[src/rtl/decode_stage.sv]
`default_nettype none
// ============================================================================
// Module   : decode_stage
// Purpose  : Registered, valid/ready instruction decode for the 9-bit
//            accumulator ISA with a one-entry load-use scoreboard.
// Revision : 1.0  initial release
// ============================================================================
module decode_stage #(
    parameter int               RADDR_W  = 5,
    parameter int               IMM_W    = 8,
    parameter int               ACC_REG  = 15,
    parameter int               NULL_REG = 16,
    parameter logic [IMM_W-1:0] NOIMM    = IMM_W'(8'hF0),
    parameter int               LOAD_LAT = 2
) (
    input  logic               CLK,
    input  logic               reset,
    input  logic               flush,
    input  logic [8:0]         in_inst,
    input  logic               in_valid,
    output logic               in_ready,
    output logic               out_valid,
    input  logic               out_ready,
    output logic [RADDR_W-1:0] out_raddr_a,
    output logic [RADDR_W-1:0] out_raddr_b,
    output logic [RADDR_W-1:0] out_waddr,
    output logic [IMM_W-1:0]   out_imm,
    output logic [3:0]         out_class,
    output logic [15:0]        stall_cnt
);

    localparam logic [RADDR_W-1:0] c_acc  = RADDR_W'(ACC_REG);
    localparam logic [RADDR_W-1:0] c_null = RADDR_W'(NULL_REG);
    localparam logic [3:0]         c_lat  = 4'(LOAD_LAT);

    localparam logic [3:0] c_cls_nop    = 4'd0;
    localparam logic [3:0] c_cls_mov    = 4'd1;
    localparam logic [3:0] c_cls_rtype  = 4'd2;
    localparam logic [3:0] c_cls_shifti = 4'd3;
    localparam logic [3:0] c_cls_store  = 4'd4;
    localparam logic [3:0] c_cls_load   = 4'd5;
    localparam logic [3:0] c_cls_branch = 4'd6;
    localparam logic [3:0] c_cls_alui   = 4'd7;
    localparam logic [3:0] c_cls_shiftr = 4'd8;
    localparam logic [3:0] c_cls_cmp    = 4'd9;

    logic [RADDR_W-1:0] w_a, w_b, w_w;
    logic [IMM_W-1:0]   w_imm;
    logic [3:0]         w_cls;
    logic               w_hazard;
    logic               w_accept;
    logic               w_issue;
    logic               w_drain;

    logic               r_valid;
    logic [RADDR_W-1:0] r_a, r_b, r_w;
    logic [IMM_W-1:0]   r_imm;
    logic [3:0]         r_cls;
    logic [RADDR_W-1:0] r_pend_tag;
    logic [3:0]         r_pend_cnt;
    logic [15:0]        r_stall_cnt;

    // casez picks the first matching row, so MOV must precede the 00xx RTYPE row
    always_comb begin
        w_a   = c_null;
        w_b   = c_null;
        w_w   = c_null;
        w_imm = NOIMM;
        w_cls = c_cls_nop;
        casez (in_inst[8:5])
            4'b0000: begin
                w_cls = c_cls_mov;
                w_a   = c_acc;
                w_b   = RADDR_W'(in_inst[4:0]);
                w_w   = RADDR_W'(in_inst[4:0]);
            end
            4'b00??, 4'b1100: begin
                w_cls = c_cls_rtype;
                w_a   = c_acc;
                w_b   = RADDR_W'(in_inst[4:0]);
                w_w   = c_acc;
            end
            4'b010?: begin
                w_cls = c_cls_shifti;
                w_a   = RADDR_W'(in_inst[4:3]);
                w_w   = RADDR_W'(in_inst[4:3]);
                w_imm = IMM_W'(in_inst[2:0]);
            end
            4'b0110: begin
                w_cls = c_cls_store;
                w_a   = RADDR_W'(in_inst[4:1]);
                w_b   = RADDR_W'(in_inst[0]);
            end
            4'b0111: begin
                w_cls = c_cls_load;
                w_b   = RADDR_W'(in_inst[0]);
                w_w   = RADDR_W'(in_inst[4:1]);
            end
            4'b100?: begin
                w_cls = c_cls_branch;
                w_imm = IMM_W'(in_inst[4:0]);
            end
            4'b1101, 4'b1110: begin
                w_cls = c_cls_alui;
                w_a   = c_acc;
                w_w   = c_acc;
                w_imm = IMM_W'(in_inst[4:0]);
            end
            4'b1111: begin
                w_cls = c_cls_shiftr;
                w_a   = RADDR_W'(in_inst[4:3]);
                w_b   = RADDR_W'(in_inst[2:0]);
                w_w   = RADDR_W'(in_inst[4:3]);
            end
            4'b1010: begin
                w_cls = c_cls_cmp;
                w_a   = RADDR_W'(in_inst[4:3]);
                w_b   = RADDR_W'(in_inst[2:0]);
            end
            default: begin
                w_cls = c_cls_nop;
            end
        endcase
    end

    // A second load is held back too, since the scoreboard has only one entry
    assign w_hazard = in_valid && (r_pend_cnt != 4'd0) &&
                      (((w_a != c_null) && (w_a == r_pend_tag)) ||
                       ((w_b != c_null) && (w_b == r_pend_tag)) ||
                       (w_cls == c_cls_load));

    assign w_drain  = ~r_valid | out_ready;
    assign in_ready = ~flush & ~w_hazard & w_drain;
    assign w_accept = in_valid & in_ready;
    assign w_issue  = r_valid & out_ready & (r_cls == c_cls_load);

    always_ff @(posedge CLK) begin
        if (reset) begin
            r_valid <= 1'b0;
            r_a     <= c_null;
            r_b     <= c_null;
            r_w     <= c_null;
            r_imm   <= NOIMM;
            r_cls   <= c_cls_nop;
        end else if (w_accept) begin
            r_valid <= 1'b1;
            r_a     <= w_a;
            r_b     <= w_b;
            r_w     <= w_w;
            r_imm   <= w_imm;
            r_cls   <= w_cls;
        end else if (flush || out_ready) begin
            r_valid <= 1'b0;
        end
    end

    always_ff @(posedge CLK) begin
        if (reset) begin
            r_pend_tag <= c_null;
            r_pend_cnt <= 4'd0;
        end else if (w_issue) begin
            r_pend_tag <= r_w;
            r_pend_cnt <= c_lat;
        end else if (r_pend_cnt != 4'd0) begin
            r_pend_cnt <= r_pend_cnt - 4'd1;
        end
    end

    always_ff @(posedge CLK) begin
        if (reset) begin
            r_stall_cnt <= 16'd0;
        end else if (w_hazard && w_drain && (r_stall_cnt != 16'hFFFF)) begin
            r_stall_cnt <= r_stall_cnt + 16'd1;
        end
    end

    assign out_valid   = r_valid;
    assign out_raddr_a = r_a;
    assign out_raddr_b = r_b;
    assign out_waddr   = r_w;
    assign out_imm     = r_imm;
    assign out_class   = r_cls;
    assign stall_cnt   = r_stall_cnt;

endmodule
`default_nettype wire

[config.mk]
export PLATFORM = sky130hd
export DESIGN_NAME = decode_stage
export DESIGN_NICKNAME = d
export VERILOG_FILES = /design/src/rtl/decode_stage.sv
export SDC_FILE = /design/constraint.sdc
export NUM_CORES = 1
export LEC_CHECK = 0
export CAP_MARGIN = 20
export CORE_MARGIN = 10
export CORE_UTILIZATION = 45
export CTS_CLUSTER_SIZE = 40
export DETAILED_ROUTE_END_ITERATION = 10
export PLACE_DENSITY = 0.7
export SLEW_MARGIN = 30
export SYNTH_ARGS = -nofsm -noshare
export SYNTH_HDL_FRONTEND = slang
export SYNTH_SLANG_ARGS = --single-unit
[constraint.sdc]
create_clock -name CLK -period 5.8 [get_ports CLK]
set_clock_uncertainty 0.05 [all_clocks]
set_input_delay 0.87 -clock CLK [delete_from_list [all_inputs] [get_ports CLK]]
set_output_delay 0.87 -clock CLK [all_outputs]
set_load 0.01 [all_outputs]
Word-level counts from Yosys, hierarchy flattened
Index checks and enable logic that the tools add are counted.

storage, ports and cells
  register bits after elaboration = 53
  output and inout bits = 45

operators by class
  $add $sub $neg = 2
  reductions and logical operators = 23
  bitwise operators = 9
  mux-type cells = 14
  equality and inequality tests = 16

operators with widths
  kind                                              count
  case mux 5 bit (3 select lines)                   3
  case mux 4 bit (8 select lines)                   1
  == test 4 bit, second input constant              5
  adder 16 x 1 -> 16 bit, second input constant     1
  == test 4 x 3 -> 1 bit, second input constant     4
  != test 16 bit, second input constant             1
  case mux 8 bit (2 select lines)                   1
  two-way mux 5 bit                                 3
  OR reduction 2 bit                                6
  == test 5 bit                                     2
  != test 5 bit, second input constant              2
  two-way mux 8 bit                                 1
  logical AND 1 bit                                 6
  OR reduction 3 bit                                2
  bitwise AND 1 bit                                 5
  logical NOT 4 bit                                 1
  two-way mux 2 bit                                 2
  two-way mux 4 bit                                 1
  nonzero test 2 bit                                2
  nonzero test 4 bit                                1
  OR reduction 4 bit                                1
  subtractor 4 x 1 -> 4 bit, second input constant  1
  == test 3 x 2 -> 1 bit, second input constant     1
  == test 3 bit, second input constant              1
  5 further kinds                                   10

Depth between registers and ports, before layout
Gate-level depths: netlist of the first run.

  word-level depth = 14
  mapped depth = 12
  gate-level depth less buffers = 8

Worst setup path after synthesis of the first run
OpenSTA, ideal clock, no wires.

  kind = input port to output port
  from = in in_inst[5]
  to = out in_ready
  path buffers = 3
  data arrival time = 2.707 ns
  path slack = 2.173 ns
  cell stages on the path = 8
  cell sequence = buf_4 > clkbuf_1 > o32a_1 > xnor2_1 > a31o_4 > o21a_1 > clkbuf_1 > a21boi_0

on the way
  longest elaborated chain between the ends = 12
  elaborated cells between the ends (all ways) = 33
  classes of those cells = eq/ne (12); mux (6); bitwise (3); reduce/logical (12)

ends and longest elaborated chain
  item                                                     RTL line  source
  start: declaration                                       19        input logic [8:0] in_inst,
  == test 4 bit or == test 4 x 3 -> 1 bit (tied branches)  70        casez (in_inst[8:5])
  OR reduction 4 bit (no line) (tied with other cells)     -
  case mux 5 bit (3 select lines)                          70
  two-way mux 5 bit                                        70
  != test 5 bit (tied with other cells)                    128       (((w_a != c_null) && (w_a == r_pend_tag)) ||
  logical AND 1 bit (on tied branches)                     128, 129
  logical OR 1 bit                                         128
  logical OR 1 bit *                                       129       ((w_b != c_null) && (w_b == r_pend_tag)) ||
  logical AND 1 bit *                                      127       assign w_hazard = in_valid && (r_pend_cnt != 4'd0) &&
  inverter 1 bit *                                         133       assign in_ready = ~flush & ~w_hazard & w_drain;
  bitwise AND 1 bit * (2 in a row)                         133
  end: declaration                                         21        output logic in_ready,

Every way passes the cells marked *; elsewhere a longest branch is shown, timed or not.

Worst setup path in the final report of the first run
  from = in in_inst[7]
  to = out in_ready

on the way
  longest elaborated chain between the ends = 12
  elaborated cells between the ends (all ways) = 36
  classes of those cells = eq/ne (14); mux (6); bitwise (3); reduce/logical (13)

ends and longest elaborated chain
  item                                                  RTL line
  == test 4 bit (tied with other cells)                 70
  OR reduction 4 bit (no line) (tied with other cells)  -
  case mux 5 bit (3 select lines)                       70
  two-way mux 5 bit                                     70
  != test 5 bit (tied with other cells)                 128
  logical AND 1 bit (on tied branches)                  128, 129
  logical OR 1 bit                                      128
  logical OR 1 bit *                                    129
  logical AND 1 bit *                                   127
  inverter 1 bit *                                      133
  bitwise AND 1 bit * (2 in a row)                      133

Marks and branches as above.

==> impl_metrics.ini, run 1 <==
[min_path]
hold_path_class = register to register

[routing]
drt.antenna.violating_nets = 0
detailedRoute.firstIterationViolations = 265
vias_per_cell = 6.02
drc = 0
drt_wl_total_mm = 9.63
wire_per_inst_um = 18.0
routed_vias = 3226
detailedRoute.firstPassIterationCount = 5

[cells_and_area]
multiInputGateArea_mm2 = 0.00193
fin_nets = 454
layout.filler_cells = 649
finish.utilization = 0.569
area.sequential_mm2 = 0.00102
final_layout_size_suffix_gt1_frac = 0.0773
antenna_fix_cells = 0
synthToLayoutAreaGrowth_pct = 22.9
post_layout_nonfiller_instances = 536

[worst_setup_path]
crit_path_end_kind = output pin
cp_slowest_cell = sky130_fd_sc_hd__clkdlybuf4s50_1
timing.critical_path.cells = clkdlybuf4s50_1 -> and2_1 -> a221oi_2 -> xnor2_1 -> a2111oi_4 -> a31o_4 -> o21a_1 -> a21boi_0 -> clkdlybuf4s50_1
critical_path_class = primary input to output pin
highest_cell_delay_on_the_worst_timing_path_ns = 0.83
worst_ep_required_time_ns = 4.88
crit_path_frequent_cell = sky130_fd_sc_hd__clkdlybuf4s50_1
cp.arrival_ns = 4.03
worst_path_top_cell_family_by_delay = buffers and inverters
setup.worst_path.start_class = primary input
timing.critical_path.fanout_max = 26
worst-path-buf-inv = 2

[synthesis]
syn-num-nets = 412
synthMostInstantiatedCell = sky130_fd_sc_hd__dfxtp_1
top_cell_types_by_occurrence_after_synthesis = sky130_fd_sc_hd__dfxtp_1, sky130_fd_sc_hd__a21oi_1, sky130_fd_sc_hd__nand2_1
synth_area_mm2 = 0.00314
yosys_most_used_dff = sky130_fd_sc_hd__dfxtp_1
yosys_warnings = 0
yosysSeqAreaShare = 0.325
postSynthRegisterBits = 51
syn_inst = 397
synth-edff-count = 0
yosysUniqueCellTypes = 68
mean_instance_size_in_the_synthesized_netlist_um2 = 7.92
postSynth.asyncResetShare = 0
synth_top_area_share = 0.325
synth.top_cells.by_area = sky130_fd_sc_hd__dfxtp_1, sky130_fd_sc_hd__a21oi_1, sky130_fd_sc_hd__mux2i_1
yosysTopAreaCell = sky130_fd_sc_hd__dfxtp_1

[floorplanning]
boundaryPins = 59
die-area_mm2 = 0.0107
die_w_um = 104
std_cell_rows = 30
start_util = 0.463
dieHeight_um = 104
core_mm2 = 0.00679

[pwr]
power_dens_cells_mw_per_mm2 = 186
vdd_ir_drop_max_v = 0.0000967
power.leakage_uw = 0.00130
overall_power_consumption_uw = 719

[timing]
setup_viol = 0
final-max-slew-violation-count = 0
timing.final.crit_share = 0.853
top_achievable_clock_speed_mhz = 202
timing.final.crit_period_ns = 4.95
grt_setup_unrepaired = no
count_of_endpoints_failing_hold_in_the_final_timing_report = 0
tns_ns = 0
actual_transition_at_the_worst_max_transition_pin_ns = 0.804
relSlewSlack = 0.463

[clock_network]
clock_latency_ns = 0.31
clock-root-buffer = sky130_fd_sc_hd__clkbuf_8
post_cts.resized_instances = 0
post-cts-setup-buffer-count = 0
cts-htree-levels = 2
buffer_levels_on_the_longest_clock_path = 2
cts_buffers = 5
clock-sinks = 51
tritoncts = done
cts.hold.buffers_added = 0
cts.reportedPaths.clkPinSlew_ns = 0.10

[placement]
hpwl_mm = 6.89
numPlacedInstances = 528
finalWeightedCongestion = 0.955
placement.io_buffers = 58

[global_routing]
grt_pass1_vias = 3041
grt_antenna_before_repair = 0
grt_max_degree = 45
grt_overflow = 0
grt_use_total = 0.174
first_pass_grt_wire_length_mm = 16.0

[flow_run]
timing.max_cap.violations = 0

[outcome]
status = finished, final reports clean
[path summary, 6_finish.rpt]
check,from,end,slack [ns],depth (start not counted)
worst max-delay path,in_inst[7],in_ready,0.85,9
worst min-delay path,out_imm[1]$_SDFFE_PP0P_,out_imm[1]$_SDFFE_PP0P_,0.42,2
worst max register to register,r_pend_tag[2]$_SDFFE_PP0P_,out_class[0]$_SDFFE_PP0P_,2.99,9
worst min register to register,out_imm[1]$_SDFFE_PP0P_,out_imm[1]$_SDFFE_PP0P_,0.42,2
[per-stage QoR]
stage	setup WS [ns]	instance area, um2	hold WS (ns)
global route	0.691	3860	0.448
CTS	0.892	3860	0.420
detailed placement	0.910	3770	0.403
finish	0.854	3860	0.416
floorplan	2.17	3140	0.399
global placement	0.964	3770	0.395
[power by group]
group / internal (uW) / switching [uW]
clock: 85.3 / 127
combinational: 60.2 / 80.7
sequential: 359 / 6.41
total: 505 / 214
[cell families (layout without fill, tap and decap cells)]
family / Yosys count / count (layout) / synth area share
flip-flops: 51 / 51 / 0.325
multiplexers: 15 / 15 / 0.0486
buffers and inverters: 43 / 86 / 0.0641
adder cells (fa/ha/maj): 1 / 1 / 0.00398
AO/OA/AOI/OAI: 133 / 133 / 0.285
XOR/XNOR: 6 / 6 / 0.0167
AND/OR/NAND/NOR: 148 / 148 / 0.257
[registers in the layout, summed over array words and instances, names as in the netlist]
name and cells:
r_pend_cnt 4, out_waddr 5, r_pend_tag 5, stall_cnt 16, out_valid 1, out_imm 6, out_raddr_b 5, out_class 4
out_raddr_a 5
[cells in the final DEF (no fill, tap or decap), types with 3 or more instances in the layout]
master | synthesis | routed
sky130_fd_sc_hd__a41oi_1 | 3 | 3
sky130_fd_sc_hd__or3_1 | 5 | 5
sky130_fd_sc_hd__and2_1 | 4 | 4
sky130_fd_sc_hd__nand2_1 | 30 | 30
sky130_fd_sc_hd__nor2b_1 | 9 | 9
sky130_fd_sc_hd__or4_1 | 13 | 13
sky130_fd_sc_hd__mux2i_1 | 13 | 13
sky130_fd_sc_hd__clkdlybuf4s50_1 | 0 | 58
sky130_fd_sc_hd__o21a_1 | 5 | 5
sky130_fd_sc_hd__and3_1 | 3 | 3
sky130_fd_sc_hd__nor3_1 | 10 | 10
sky130_fd_sc_hd__xnor2_1 | 5 | 5
sky130_fd_sc_hd__o31ai_1 | 11 | 11
sky130_fd_sc_hd__inv_1 | 7 | 7
sky130_fd_sc_hd__nand2b_1 | 10 | 10
sky130_fd_sc_hd__nor3b_1 | 3 | 3
sky130_fd_sc_hd__a31oi_1 | 4 | 4
sky130_fd_sc_hd__nand3_1 | 15 | 15
sky130_fd_sc_hd__buf_4 | 6 | 12
sky130_fd_sc_hd__a21oi_1 | 43 | 43
sky130_fd_sc_hd__dfxtp_1 | 51 | 51
sky130_fd_sc_hd__clkbuf_8 | 0 | 5
sky130_fd_sc_hd__a22oi_1 | 4 | 4
sky130_fd_sc_hd__a21boi_0 | 4 | 4
sky130_fd_sc_hd__a211oi_1 | 7 | 7
sky130_fd_sc_hd__nor4_1 | 4 | 3
sky130_fd_sc_hd__o211ai_1 | 5 | 5
sky130_fd_sc_hd__nor2_1 | 26 | 26
sky130_fd_sc_hd__and4_1 | 4 | 4
sky130_fd_sc_hd__o21ai_0 | 22 | 22
[layer usage]
metal / global-route usage / routed length [um] / share of wire / up-vias
met2: 0.271 / 4440 / 0.46 / 114
met1: 0.229 / 4440 / 0.46 / 1540
met5: 0 / 0 / 0 / -
li1: - / - / - / 1560
met4: 0.0444 / 94 / 0.0098 / 0
met3: 0.0496 / 659 / 0.068 / 12
[cell type report]
class	instances	share of cell area
multi-input combinational	303	0.501
clock inverter	3	0.00486
tap	96	0.0311
clock buffer	5	0.0178
sequential	51	0.264
timing repair buffer	70	0.174
inverter	8	0.00777
[worst register-to-register path: stages (launching register included)]
cell	delay, ns
sky130_fd_sc_hd__dfxtp_1	0.47
sky130_fd_sc_hd__inv_1	0.10
sky130_fd_sc_hd__o221ai_1	0.21
sky130_fd_sc_hd__a41oi_1	0.07
sky130_fd_sc_hd__o211ai_1	0.11
sky130_fd_sc_hd__and4b_1	0.27
sky130_fd_sc_hd__o21a_1	0.21
sky130_fd_sc_hd__buf_4	0.18
sky130_fd_sc_hd__nor2_2	0.63
sky130_fd_sc_hd__mux2_2	0.41
No activity file was read; power rests on OpenSTA's default activity.
==> run 2: changes to the inputs <==
--- a/config.mk
+++ b/config.mk
@@ -11,6 +11,7 @@
 export CTS_CLUSTER_SIZE = 40
 export DETAILED_ROUTE_END_ITERATION = 10
 export PLACE_DENSITY = 0.7
+export REMOVE_ABC_BUFFERS = 1
 export SLEW_MARGIN = 30
 export SYNTH_ARGS = -nofsm -noshare
 export SYNTH_HDL_FRONTEND = slang
==> impl_metrics.ini, run 2 (synthesis results as in run 1) <==
[global_routing]
first_pass_grt_wire_length_mm = 15.9
grt_antenna_before_repair = 0
grt_overflow = 0
grt_max_degree = 45
grt_pass1_vias = 3142
grt_use_total = 0.170

[worst_setup_path]
setup.worst_path.start_class = primary input
regToRegStartpoint = r_pend_tag[0]$_SDFFE_PP0P_
critical_path_class = primary input to output pin
cp.arrival_ns = 3.98
worst_path_top_cell_family_by_delay = buffers and inverters
timing.critical_path.fanout_max = 22
timing.critical_path.cells = clkdlybuf4s50_1 -> nand2b_1 -> a21oi_1 -> o32a_1 -> xnor2_1 -> a31o_4 -> o21a_1 -> a21boi_0 -> clkdlybuf4s50_1
worstSetupEndpoint = in_ready
crit_start = in_inst[7]
regToRegEndpoint = out_class[0]$_SDFFE_PP0P_
crit_path_frequent_cell = sky130_fd_sc_hd__clkdlybuf4s50_1
crit_path_end_kind = output pin
worst_ep_required_time_ns = 4.88
cell_depth_of_the_worst_flop_to_flop_path = 10
highest_cell_delay_on_the_worst_timing_path_ns = 0.90
worst-path-buf-inv = 2
worst_case_register_to_register_setup_slack_ns = 3.07
worstSetupPathDepth = 9
cp_slowest_cell = sky130_fd_sc_hd__clkdlybuf4s50_1

[timing]
count_of_endpoints_failing_hold_in_the_final_timing_report = 0
timing.final.crit_share = 0.846
tns_ns = 0
actual_transition_at_the_worst_max_transition_pin_ns = 0.674
top_achievable_clock_speed_mhz = 204
fin_worst_hold_slack_ns = 0.416
setup_viol = 0
relSlewSlack = 0.549
grt_setup_unrepaired = no
timing.final.crit_period_ns = 4.90
fin_ws_ns = 0.896
final-max-slew-violation-count = 0

[cells_and_area]
antenna_fix_cells = 0
layout_commonest_cell = sky130_fd_sc_hd__clkdlybuf4s50_1
largest_register_ffs = 16
layout.filler_cells = 668
layout_common_cells = sky130_fd_sc_hd__clkdlybuf4s50_1, sky130_fd_sc_hd__dfxtp_1, sky130_fd_sc_hd__a21oi_1
final_layout_size_suffix_gt1_frac = 0.0771
area.sequential_mm2 = 0.00102
fin_nets = 455
multiInputGateArea_mm2 = 0.00193
synthToLayoutAreaGrowth_pct = 22.9

[clock_network]
post_cts.resized_instances = 0
clock-root-buffer = sky130_fd_sc_hd__clkbuf_8
cts.hold.buffers_added = 0
post-cts-setup-buffer-count = 0
tritoncts = done
cts-htree-levels = 2
clock_latency_ns = 0.31
cts_buffers = 5
cts.reportedPaths.clkPinSlew_ns = 0.09
buffer_levels_on_the_longest_clock_path = 2
clock-sinks = 51

[routing]
drc = 0
drt_wl_total_mm = 9.42
detailedRoute.firstPassIterationCount = 5
vias_per_cell = 5.89
drt.antenna.violating_nets = 0
detailedRoute.firstIterationViolations = 210
routed_vias = 3165
wire_per_inst_um = 17.5

[pwr]
power_dens_cells_mw_per_mm2 = 184
vdd_ir_drop_max_v = 0.0000907
power.leakage_uw = 0.00130

[placement]
hpwl_mm = 6.84
dpl_worst_slack_ns = 0.944
finalWeightedCongestion = 0.906
placement.io_buffers = 58

[min_path]
hold_path_class = register to register

[floorplanning]
core_mm2 = 0.00679
start_util = 0.463
boundaryPins = 59
die_w_um = 104
die-area_mm2 = 0.0107
dieHeight_um = 104
std_cell_rows = 30

[flow_run]
timing.max_cap.violations = 0

[outcome]
status = finished, final reports clean
[run 2: cell types whose count changed in the layout (fill, tap and decap cells not counted), sizes merged]
| cell | change |
|---|---|
| inv | -1 |
| clkinvlp | +1 |
| clkinv | -1 |
| buf | +1 |
| clkbuf | +1 |
[run 2: cell type report]
cell class,instances,area share
clock inverter,2,0.00324
clock buffer,6,0.0188
tap,96,0.0311
inverter,8,0.00778
multi-input combinational,303,0.499
timing repair buffer,71,0.176
sequential,51,0.264
[run 2: worst min path at each step]
stage | startpoint | endpoint | slack, ns | cells after the start
floorplan | r_pend_cnt[3]$_SDFFE_PP0P_ | r_pend_cnt[3]$_SDFFE_PP0P_ | 0.40 | 2
global placement | out_imm[1]$_SDFFE_PP0P_ | out_imm[1]$_SDFFE_PP0P_ | 0.40 | 2
detailed placement | out_imm[0]$_SDFFE_PP0P_ | out_imm[0]$_SDFFE_PP0P_ | 0.40 | 2
CTS | out_imm[0]$_SDFFE_PP0P_ | out_imm[0]$_SDFFE_PP0P_ | 0.42 | 2
global route | out_class[3]$_SDFFE_PP0P_ | out_class[3]$_SDFFE_PP0P_ | 0.45 | 2
finish | out_imm[2]$_SDFFE_PP0P_ | out_imm[2]$_SDFFE_PP0P_ | 0.42 | 2
[run 2: through the flow]
step | utilization | power, uW | std cells | instance area [um2]
after floorplan | - | 440 | 362 | 2970
after global placement | 0.556 | 512 | 529 | 3780
after detailed placement | 0.556 | 513 | 529 | 3780
after CTS | 0.568 | 716 | 537 | 3860
after global routing | 0.568 | 744 | 537 | 3860
final | 0.568 | 709 | 537 | 3860
[run 2: worst register-to-register path: cells and delay by family, from the launching register on]
kind / cells / cell delay [ns]
flops: 1 / 0.41
mux: 1 / 0.37
simple gates: 2 / 0.56
compound gates: 4 / 0.63
buf+inv: 3 / 0.62
[run 2: power by group]
part           switching [uW]  leakage, uW  internal, uW
sequential               6.07     0.000414           359
clock                     119    0.0000412          84.6
combinational            79.2     0.000843          60.4
total                     204      0.00130           504
[run 2: metal layers]
metal / track usage / wire, um / vias up
li1: - / - / 1558
met1: 0.213 / 4230 / 1499
met2: 0.285 / 4530 / 95
met3: 0.0366 / 467 / 13
met4: 0.0474 / 184 / 0
met5: 0 / 0 / -
